$ cat src/rtl/down_timer.sv
// Loadable down-counter/timer with a one-cycle expiry pulse and optional auto-reload.
// Define DOWN_TIMER_EXPIRY_COUNT_EN to add a saturating 8-bit expiry counter output.
module down_timer #(
    parameter int WIDTH = 4
) (
    input  logic             clock,
    input  logic             reset,
    input  logic             enable,
    input  logic             load,
    input  logic [WIDTH-1:0] load_value,
    input  logic             auto_reload,
    output logic [WIDTH-1:0] out,
    output logic             busy,
    output logic             done,
    output logic             zero
`ifdef DOWN_TIMER_EXPIRY_COUNT_EN
    ,
    output logic [7:0]       expiry_count
`endif
);

    typedef enum logic {
        IDLE = 1'b0,
        RUN  = 1'b1
    } state_t;

    state_t           state_q, state_d;
    logic [WIDTH-1:0] out_q, out_d;
    logic [WIDTH-1:0] reload_q, reload_d;
    logic             done_q, done_d;

    always_ff @(posedge clock or negedge reset) begin
        if (!reset) begin
            state_q  <= IDLE;
            out_q    <= '0;
            reload_q <= '0;
            done_q   <= 1'b0;
        end else begin
            state_q  <= state_d;
            out_q    <= out_d;
            reload_q <= reload_d;
            done_q   <= done_d;
        end
    end

    // Load wins over enable; expiry either stops at zero or restarts from the reload register.
    always_comb begin
        state_d  = state_q;
        out_d    = out_q;
        reload_d = reload_q;
        done_d   = 1'b0;
        if (load) begin
            reload_d = load_value;
            out_d    = load_value;
            state_d  = (load_value != '0) ? RUN : IDLE;
        end else if (state_q == RUN && enable) begin
            if (out_q > WIDTH'(1)) begin
                out_d = out_q - WIDTH'(1);
            end else if (auto_reload) begin
                out_d  = reload_q;
                done_d = 1'b1;
            end else begin
                out_d   = '0;
                state_d = IDLE;
                done_d  = 1'b1;
            end
        end
    end

`ifdef DOWN_TIMER_EXPIRY_COUNT_EN
    logic [7:0] exp_cnt_q;

    // Counts expiries since reset; load does not clear it.
    always_ff @(posedge clock or negedge reset) begin
        if (!reset) begin
            exp_cnt_q <= '0;
        end else if (done_d && exp_cnt_q != 8'hFF) begin
            exp_cnt_q <= exp_cnt_q + 8'd1;
        end
    end

    assign expiry_count = exp_cnt_q;
`endif

    assign out  = out_q;
    assign busy = (state_q == RUN);
    assign done = done_q;
    assign zero = (out_q == '0);

endmodule
$ cat config.mk
export PLATFORM = sky130hd
export DESIGN_NAME = down_timer
export DESIGN_NICKNAME = d
export VERILOG_FILES = /design/src/rtl/down_timer.sv
export SDC_FILE = /design/constraint.sdc
export NUM_CORES = 1
export LEC_CHECK = 0
export ABC_CLOCK_PERIOD_IN_PS = 1700
export BUFFER_PORTS_ARGS = -buffer_cell sky130_fd_sc_hd__buf_2
export CORE_AREA = 4 4 41 43
export CTS_BUF_LIST = sky130_fd_sc_hd__clkbuf_4
export CTS_CLUSTER_SIZE = 28
export DETAILED_ROUTE_END_ITERATION = 16
export DIE_AREA = 0 0 45 47
export PLACE_DENSITY = 0.81
export SYNTH_ARGS = -nofsm -noshare
export SYNTH_HDL_FRONTEND = slang
export SYNTH_SLANG_ARGS = --single-unit
$ cat constraint.sdc
create_clock -name clock -period 1.7 [get_ports clock]
set_clock_uncertainty 0.2 [all_clocks]
set_input_delay 0.17 -clock clock [delete_from_list [all_inputs] [get_ports clock]]
set_output_delay 0.17 -clock clock [all_outputs]
set_load 0.05 [all_outputs]
# After elaboration in Yosys (flattened, before gate mapping)
# Cells that the tools add are included.
dict set report totals {
  register_bits 10
  latch_bits 0
  mem_bits_rw 0
  romBits 0
  input_bits 9
  output_inout_bits 7
  wordCells 25
  memories 0
}
dict set report classes {
  n_addsub 1
  n_mul 0
  n_div 0
  order_cmp 1
  n_eq_ne 2
  shift 0
  muxes 12
  n_bitwise 0
  n_reduce_logical 5
}
# operator count
set op_table {}
lappend op_table {{two-way mux 4 bit} 4}
lappend op_table {{two-way mux 1 bit} 8}
lappend op_table {{greater-than comparator 4 x 1 -> 1 bit, second input constant} 1}
lappend op_table {{logical NOT 4 bit} 1}
lappend op_table {{!= test 2 bit, second input constant} 2}
lappend op_table {{nonzero test 4 bit} 1}
lappend op_table {{subtractor 4 x 1 -> 4 bit, second input constant} 1}
lappend op_table {{AND reduction 3 bit} 1}
lappend op_table {{nonzero test 2 bit} 1}
lappend op_table {{logical AND 1 bit} 1}

# Logic depth before layout (Yosys ltp)
# Gate-level depths: netlist (run 1).
dict set report logic_depth {
  ltp_word 4
  depth_mapped 6
}

# Worst setup path before layout (run 1)
# OpenSTA, ideal clock, no wires.
dict set report synth_timing {
  path_type {reg-to-reg}
  start {register out_q[0], in the netlist out[0]}
  end {register out_q[1], in the netlist out[1]}
  t_arrival_ns 1.865
  slack_ns -0.492
  stages_incl_launch_ff 7
  path_cell_list {dfrtp_1 inv_1 ha_1 or2_4 and2_4 mux2i_1 a221o_1}
}
dict set report synth_between {
  elab_chain_len 4
  elab_cells_between_ends 5
  cone_classes {add/sub (1); order compare (1); mux (3)}
}
# element line
set synth_lines {}
lappend synth_lines {{start: declaration} 28} ;# logic [WIDTH-1:0] out_q, out_d;
lappend synth_lines {{start signal: assignment} 40} ;# out_q <= out_d;
lappend synth_lines {{subtractor 4 x 1 -> 4 bit or greater-than comparator 4 x 1 -> 1 bit (tied branches)} {58, 57}}
lappend synth_lines {{two-way mux 4 bit *} 57} ;# if (out_q > WIDTH'(1)) begin
lappend synth_lines {{two-way mux 4 bit *} 56} ;# end else if (state_q == RUN && enable) begin
lappend synth_lines {{two-way mux 4 bit *} 52} ;# if (load) begin
# Every way passes the cells marked *; elsewhere a longest branch is shown, timed or not. The select of a mux whose other input is x is not followed.
# A chain may end at the register's enable or synchronous reset.

# Worst setup path after layout (run 1)
# Ends and elaborated chain as after synthesis.

==> results of run 1 <==
==> final cells by class <==
type                            instances  area [sq um]  area share
Tap cell                               15          18.8      0.0216
Clock inverter                          1          3.75     0.00433
Inverter                                3          13.8      0.0159
Timing Repair Buffer                   28           199       0.229
Sequential cell                        10           253       0.291
Clock buffer                            3          22.5      0.0260
Multi-Input combinational cell         45           357       0.411
==> power by group through the flow <==
stage | logic (W) | clock network, W | registers, W
3_3_place_gp | 0.000288 | 0 | 0.000299
2_1_floorplan | 0.000136 | 0 | 0.000358
3_5_place_dp | 0.000295 | 0 | 0.000300
6_report | 0.000329 | 0.000167 | 0.000296
4_1_cts | 0.000313 | 0.000172 | 0.000294
5_1_grt | 0.000359 | 0.000186 | 0.000301
==> synthesized netlist by cell type, drive strengths merged <==
library cell / n / area share
dfrtp: 10 / 0.43
nand2: 6 / 0.039
nor3: 6 / 0.052
nor2: 5 / 0.045
a21oi: 4 / 0.034
and2: 3 / 0.039
ha: 3 / 0.065
inv: 3 / 0.019
mux2: 3 / 0.058
a31oi: 2 / 0.022
mux2i: 2 / 0.034
o21ai: 2 / 0.024
a211o: 1 / 0.015
a221o: 1 / 0.017
a311oi: 1 / 0.015
buf: 1 / 0.0086
clkbuf: 1 / 0.0064
nand2b: 1 / 0.011
nand3: 1 / 0.0086
nand4b: 1 / 0.015
nor2b: 1 / 0.011
o311a: 1 / 0.017
or2: 1 / 0.015
==> kinds of logic after synthesis <==
kind of cell,count (synthesis),synth area share
AOI/OAI and AO/OA,12,0.144
adders and majority gates,3,0.0645
buffers and inverters,5,0.0344
DFF,10,0.430
muxes,5,0.0925
and+or+nand+nor,25,0.234
==> metrics by stage <==
stage | hold WS, ns | cells
final | 0.0238 | 105
after global routing | 0.0438 | 105
after CTS | 0.0181 | 105
after detailed placement | -0.160 | 95
after global placement | -0.162 | 95
after floorplan | -0.326 | 60
==> sequential cells by signal (all words and copies together) (netlist names) <==
signal    flops
out           4
reload_q      4
busy          1
done          1
==> metal layers <==
metal / vias up / global-route usage
met5: - / 0
met4: 0 / 0.0877
met3: 4 / 0.0383
met2: 21 / 0.260
met1: 254 / 0.184
li1: 273 / -
==> worst max-delay path, stage by stage (launching register included) <==
cell and delay, ns:
dfrtp_2 0.41, inv_2 0.06, ha_4 0.15, or2_4 0.25, and2_4 0.18, mux2i_1 0.11
a221o_1 0.28
==> worst paths after layout <==
path,startpoint,endpoint,slack (ns),cells past startpoint
max,out[0],out[1],-0.06,6
min,auto_reload,out[3],0.02,3
min in group asynchronous,reset,reload_q[3],0.08,2
max reg2reg,out[0],out[1],-0.06,6
min reg2reg,reload_q[1],reload_q[1],0.31,1
max in group asynchronous,reset,out[1],1.01,2
==> what timing repair did <==
item	4_1_cts	5_1_grt
buffers inserted	1	0
cloned	0	0
hold buffers	5	0
endpoints found under the setup margin	3	4
resized for setup	2	7
endpoints found under the hold margin	17	0
==> reports/summary.txt, run 1 <==
Critical path capture point type: register
Psw: 0.000297 W
Largest buffer count on any clock path: 2
WL met1: 561 microns
CTS buffer count: 3
Initial DRC count: 10
Final Max Slew Viols: 0
Number of fillers in the final layout: 105
Sequential power share: 0.374
Root buffer cell: clkbuf_4
Crit path launch type: register
Worst-Margin Slew: 0.293 ns
ANT nets after route: 0
Die H: 47 microns
Clock sinks: 10
Fin crit period: 1.76 ns
Final setup viols: 2
# nets final: 103
Critical path class: reg2reg
PortBufs: 15
Final period util: 1.03
Total congestion overflow: 0
Top Layer Used: met4
Clock Latency Late Sink: 0.26 ns
Critical Path AT: 1.71 ns
Worst-path clk slew: 0.07 ns
Maximum capacitance violations: 0
Clock share of power: 0.211
Die Area: 2120 sq um
CTS tree: done
Synth Cell Area: 582 sq um
Maximum fanout along the worst path: 5
Syn. warnings: 0
Detailed Routing Iterations Pass 1: 6
Peak supply drop: 0.000710 V
First-pass GRT wire length: 2310 microns
WP data required: 1.65 ns
Met2 WL: 708 microns
Cells after synthesis: 60
Area Growth Syn to Fin: 49.0%
Leakage power figure: 0.382 nW
Internal: 0.000495 W
Die Wd: 45 microns
Core box area: 1300 sq um
Power per cell area: 914 nW/um^2
Commonest non-fill, non-tap cell in the layout: buf_2
Dpl hpwl: 998 microns
Post-route setup slack: -0.0587 ns
Total GRT Usage: 0.156
H-tree depth: 1
Seq/Total Area, Yosys: 0.430
Final antenna diode count: 0
# IOs: 16
Sw frac: 0.375
Seq cells post-synth: 10
Routed wire length: 1380 microns
RSZ-0062 raised after global routing: true
Share of cells above drive strength 1: 0.467
DRC viols: 0
Routed vias: 552
Initial core utilization: 0.447
Vias per cell: 5.26
Tot Pwr: 0.000792 W
Met3 wire length: 83 microns
Area after DPL: 747 sq um
Vias in the first global route: 559
Most frequent cells in the layout: buf_2, dfrtp_1, buf_4
Mean Syn Cell Area: 9.70 sq um
Max-slew headroom: 0.804
Largest net degree at the start of global routing: 17
Pre-CTS WS: -0.0679 ns
Design area: 867 sq um
Cell variety after synth: 27
TNS Setup: -0.0958 ns
Util after Layout: 0.666
Final hold viol count: 0
Initial antenna violation count: 0
Routability cong.: 0.871
FP Rows: 13
Wirelength per Cell: 13.1 microns
Syn Nets: 72
Combinational fraction of design power: 0.415
Max Freq: 569 MHz
Failing checks: setup timing
Status: finished, violations left
Hold Path Class: in2reg
Note: power is estimated with default switching activity, not from simulation.
==> inputs of run 2 (changes only) <==
--- a/config.mk
+++ b/config.mk
@@ -7,12 +7,12 @@
 export LEC_CHECK = 0
 export ABC_CLOCK_PERIOD_IN_PS = 1700
 export BUFFER_PORTS_ARGS = -buffer_cell sky130_fd_sc_hd__buf_2
-export CORE_AREA = 4 4 41 43
+export CORE_AREA = 5 5 42 44
 export CTS_BUF_LIST = sky130_fd_sc_hd__clkbuf_4
 export CTS_CLUSTER_SIZE = 28
 export DETAILED_ROUTE_END_ITERATION = 16
-export DIE_AREA = 0 0 45 47
-export PLACE_DENSITY = 0.81
+export DIE_AREA = 0 0 47 49
+export PLACE_DENSITY_LB_ADDON = 0.1
 export SYNTH_ARGS = -nofsm -noshare
 export SYNTH_HDL_FRONTEND = slang
 export SYNTH_SLANG_ARGS = --single-unit
==> run 2 against run 1 <==
  * Fmax about the same
  * Highest routed layer unchanged
  * Largest cell class unchanged
  * Hold slack better by 0.0057 ns
  * Sequential cell count is the same
  * Core utilization decreased by 3.8 points
  * Setup slack worse by 0.00059 ns
  * The run still ends with setup timing left
==> reports/summary.txt, run 2 (same netlist as run 1, synthesis figures left out) <==
Status: finished, violations left
Failing checks: setup timing
Internal: 0.000530 W
CP Buf/Inv Count: 1
Crit path from: out[0]
Critical R2R Launch: out[0]
ANT nets after route: 0
Crit path launch type: register
Routability cong.: 0.747
Critical path class: reg2reg
R2R setup slack: -0.06 ns
Maximum fanout along the worst path: 4
Max Freq: 568 MHz
Die Wd: 47 microns
# IOs: 16
CP Cell Sequence: inv_2, ha_4, or2_4, and2_4, mux2i_1, a221o_1
Initial DRC count: 16
Area Growth Syn to Fin: 51.4%
Total congestion overflow: 0
Worst-path clk slew: 0.07 ns
Crit-path slowest cell: dfrtp_2
Critical path capture point type: register
Design area: 881 sq um
Dpl hpwl: 1080 microns
Peak supply drop: 0.000537 V
Commonest non-fill, non-tap cell in the layout: buf_2
Die Area: 2300 sq um
Routed vias: 589
Leakage power figure: 0.401 nW
Vias in the first global route: 579
Critical Path AT: 1.71 ns
Largest buffer count on any clock path: 2
Sequential power share: 0.355
Delay of the slowest critical-path stage: 0.41 ns
Hold EP: out[3]
Initial core utilization: 0.415
Psw: 0.000304 W
Detailed Routing Iterations Pass 1: 4
Max-slew headroom: 0.805
Wirelength per Cell: 13.8 microns
Power per cell area: 947 nW/um^2
Area after DPL: 748 sq um
# nets final: 107
Worst Hold Launch: auto_reload
Largest net degree at the start of global routing: 17
Hold Slack: 0.0294 ns
Crit Reg-Reg Endpoint: out[1]
Clock Latency Late Sink: 0.27 ns
Min-Delay Path Depth: 3
Die H: 49 microns
Pre-CTS WS: -0.0584 ns
CTS buffer count: 3
Final Max Slew Viols: 0
Maximum capacitance violations: 0
Worst-Margin Slew: 0.293 ns
Final antenna diode count: 0
FP Rows: 14
Root buffer cell: clkbuf_4
Final period util: 1.03
Post-route setup slack: -0.0593 ns
Core box area: 1400 sq um
Routed wire length: 1510 microns
Hold Path Class: in2reg
Sw frac: 0.365
Clock share of power: 0.230
Total GRT Usage: 0.150
Worst R2R Path Depth: 6
Vias per cell: 5.35
Combinational fraction of design power: 0.415
CTS tree: done
First-pass GRT wire length: 2560 microns
WP data required: 1.65 ns
Final setup viols: 3
Most frequent cells in the layout: buf_2, buf_4, dfrtp_1
Clock sinks: 10
Tot Pwr: 0.000834 W
RSZ-0062 raised after global routing: true
DRC viols: 0
H-tree depth: 1
Fin crit period: 1.76 ns
Initial antenna violation count: 0
Final hold viol count: 0
Share of cells above drive strength 1: 0.500
TNS Setup: -0.0952 ns
PortBufs: 15
Delay-heaviest family, CP: simple AND/OR/NAND/NOR gates
run 2: power by group through the flow:
stage / Sequential [W] / Combinational, W / Clock [W]
after detailed placement: 0.000301 / 0.000300 / 0
after CTS: 0.000294 / 0.000334 / 0.000194
after global routing: 0.000300 / 0.000376 / 0.000206
final: 0.000296 / 0.000346 / 0.000192
after global placement: 0.000299 / 0.000295 / 0
after floorplan: 0.000358 / 0.000136 / 0
run 2: per-layer routing:
layer	up-vias	wire, microns	part of all wire	track usage
met2	17	775	0.51	0.235
met5	-	0	0	0
met1	284	628	0.42	0.201
met3	5	83	0.055	0.0221
li1	283	-	-	-
met4	0	26	0.017	0.0553
run 2: stage by stage:
step	cells	util
after CTS	109	0.617
final	110	0.629
after detailed placement	96	0.534
after floorplan	60	-
after global routing	110	0.629
after global placement	96	0.534
run 2: worst min-delay path, cell delays in order:
cell	delay [ns]
buf_2	0.13
nand3_1	0.07
a31oi_1	0.08
run 2: what timing repair did:
item,4_1_cts,5_1_grt
setup buffers,4,1
pin swaps,1,1
hold buffers,5,0
endpoints found under the hold margin,16,0
endpoints found under the setup margin,3,4
resized for setup,2,2
run 2: layout make-up:
| cell class | instances | area, sq um |
|---|---|---|
| clock buffer | 4 | 30.0 |
| fill | 138 | 520 |
| inverter | 3 | 11.3 |
| multi-input combinational | 45 | 345 |
| sequential | 10 | 253 |
| tap | 16 | 20.0 |
| timing repair buffer | 32 | 221 |
run 2: worst max path at each step:
stage | to | slack (ns) | cells past startpoint
3_3_place_gp | out[1] | -0.01 | 6
3_5_place_dp | out[1] | -0.06 | 6
6_report | out[1] | -0.06 | 6
5_1_grt | out[1] | -0.11 | 6
4_1_cts | out[1] | -0.04 | 5
2_1_floorplan | out[1] | -0.23 | 6
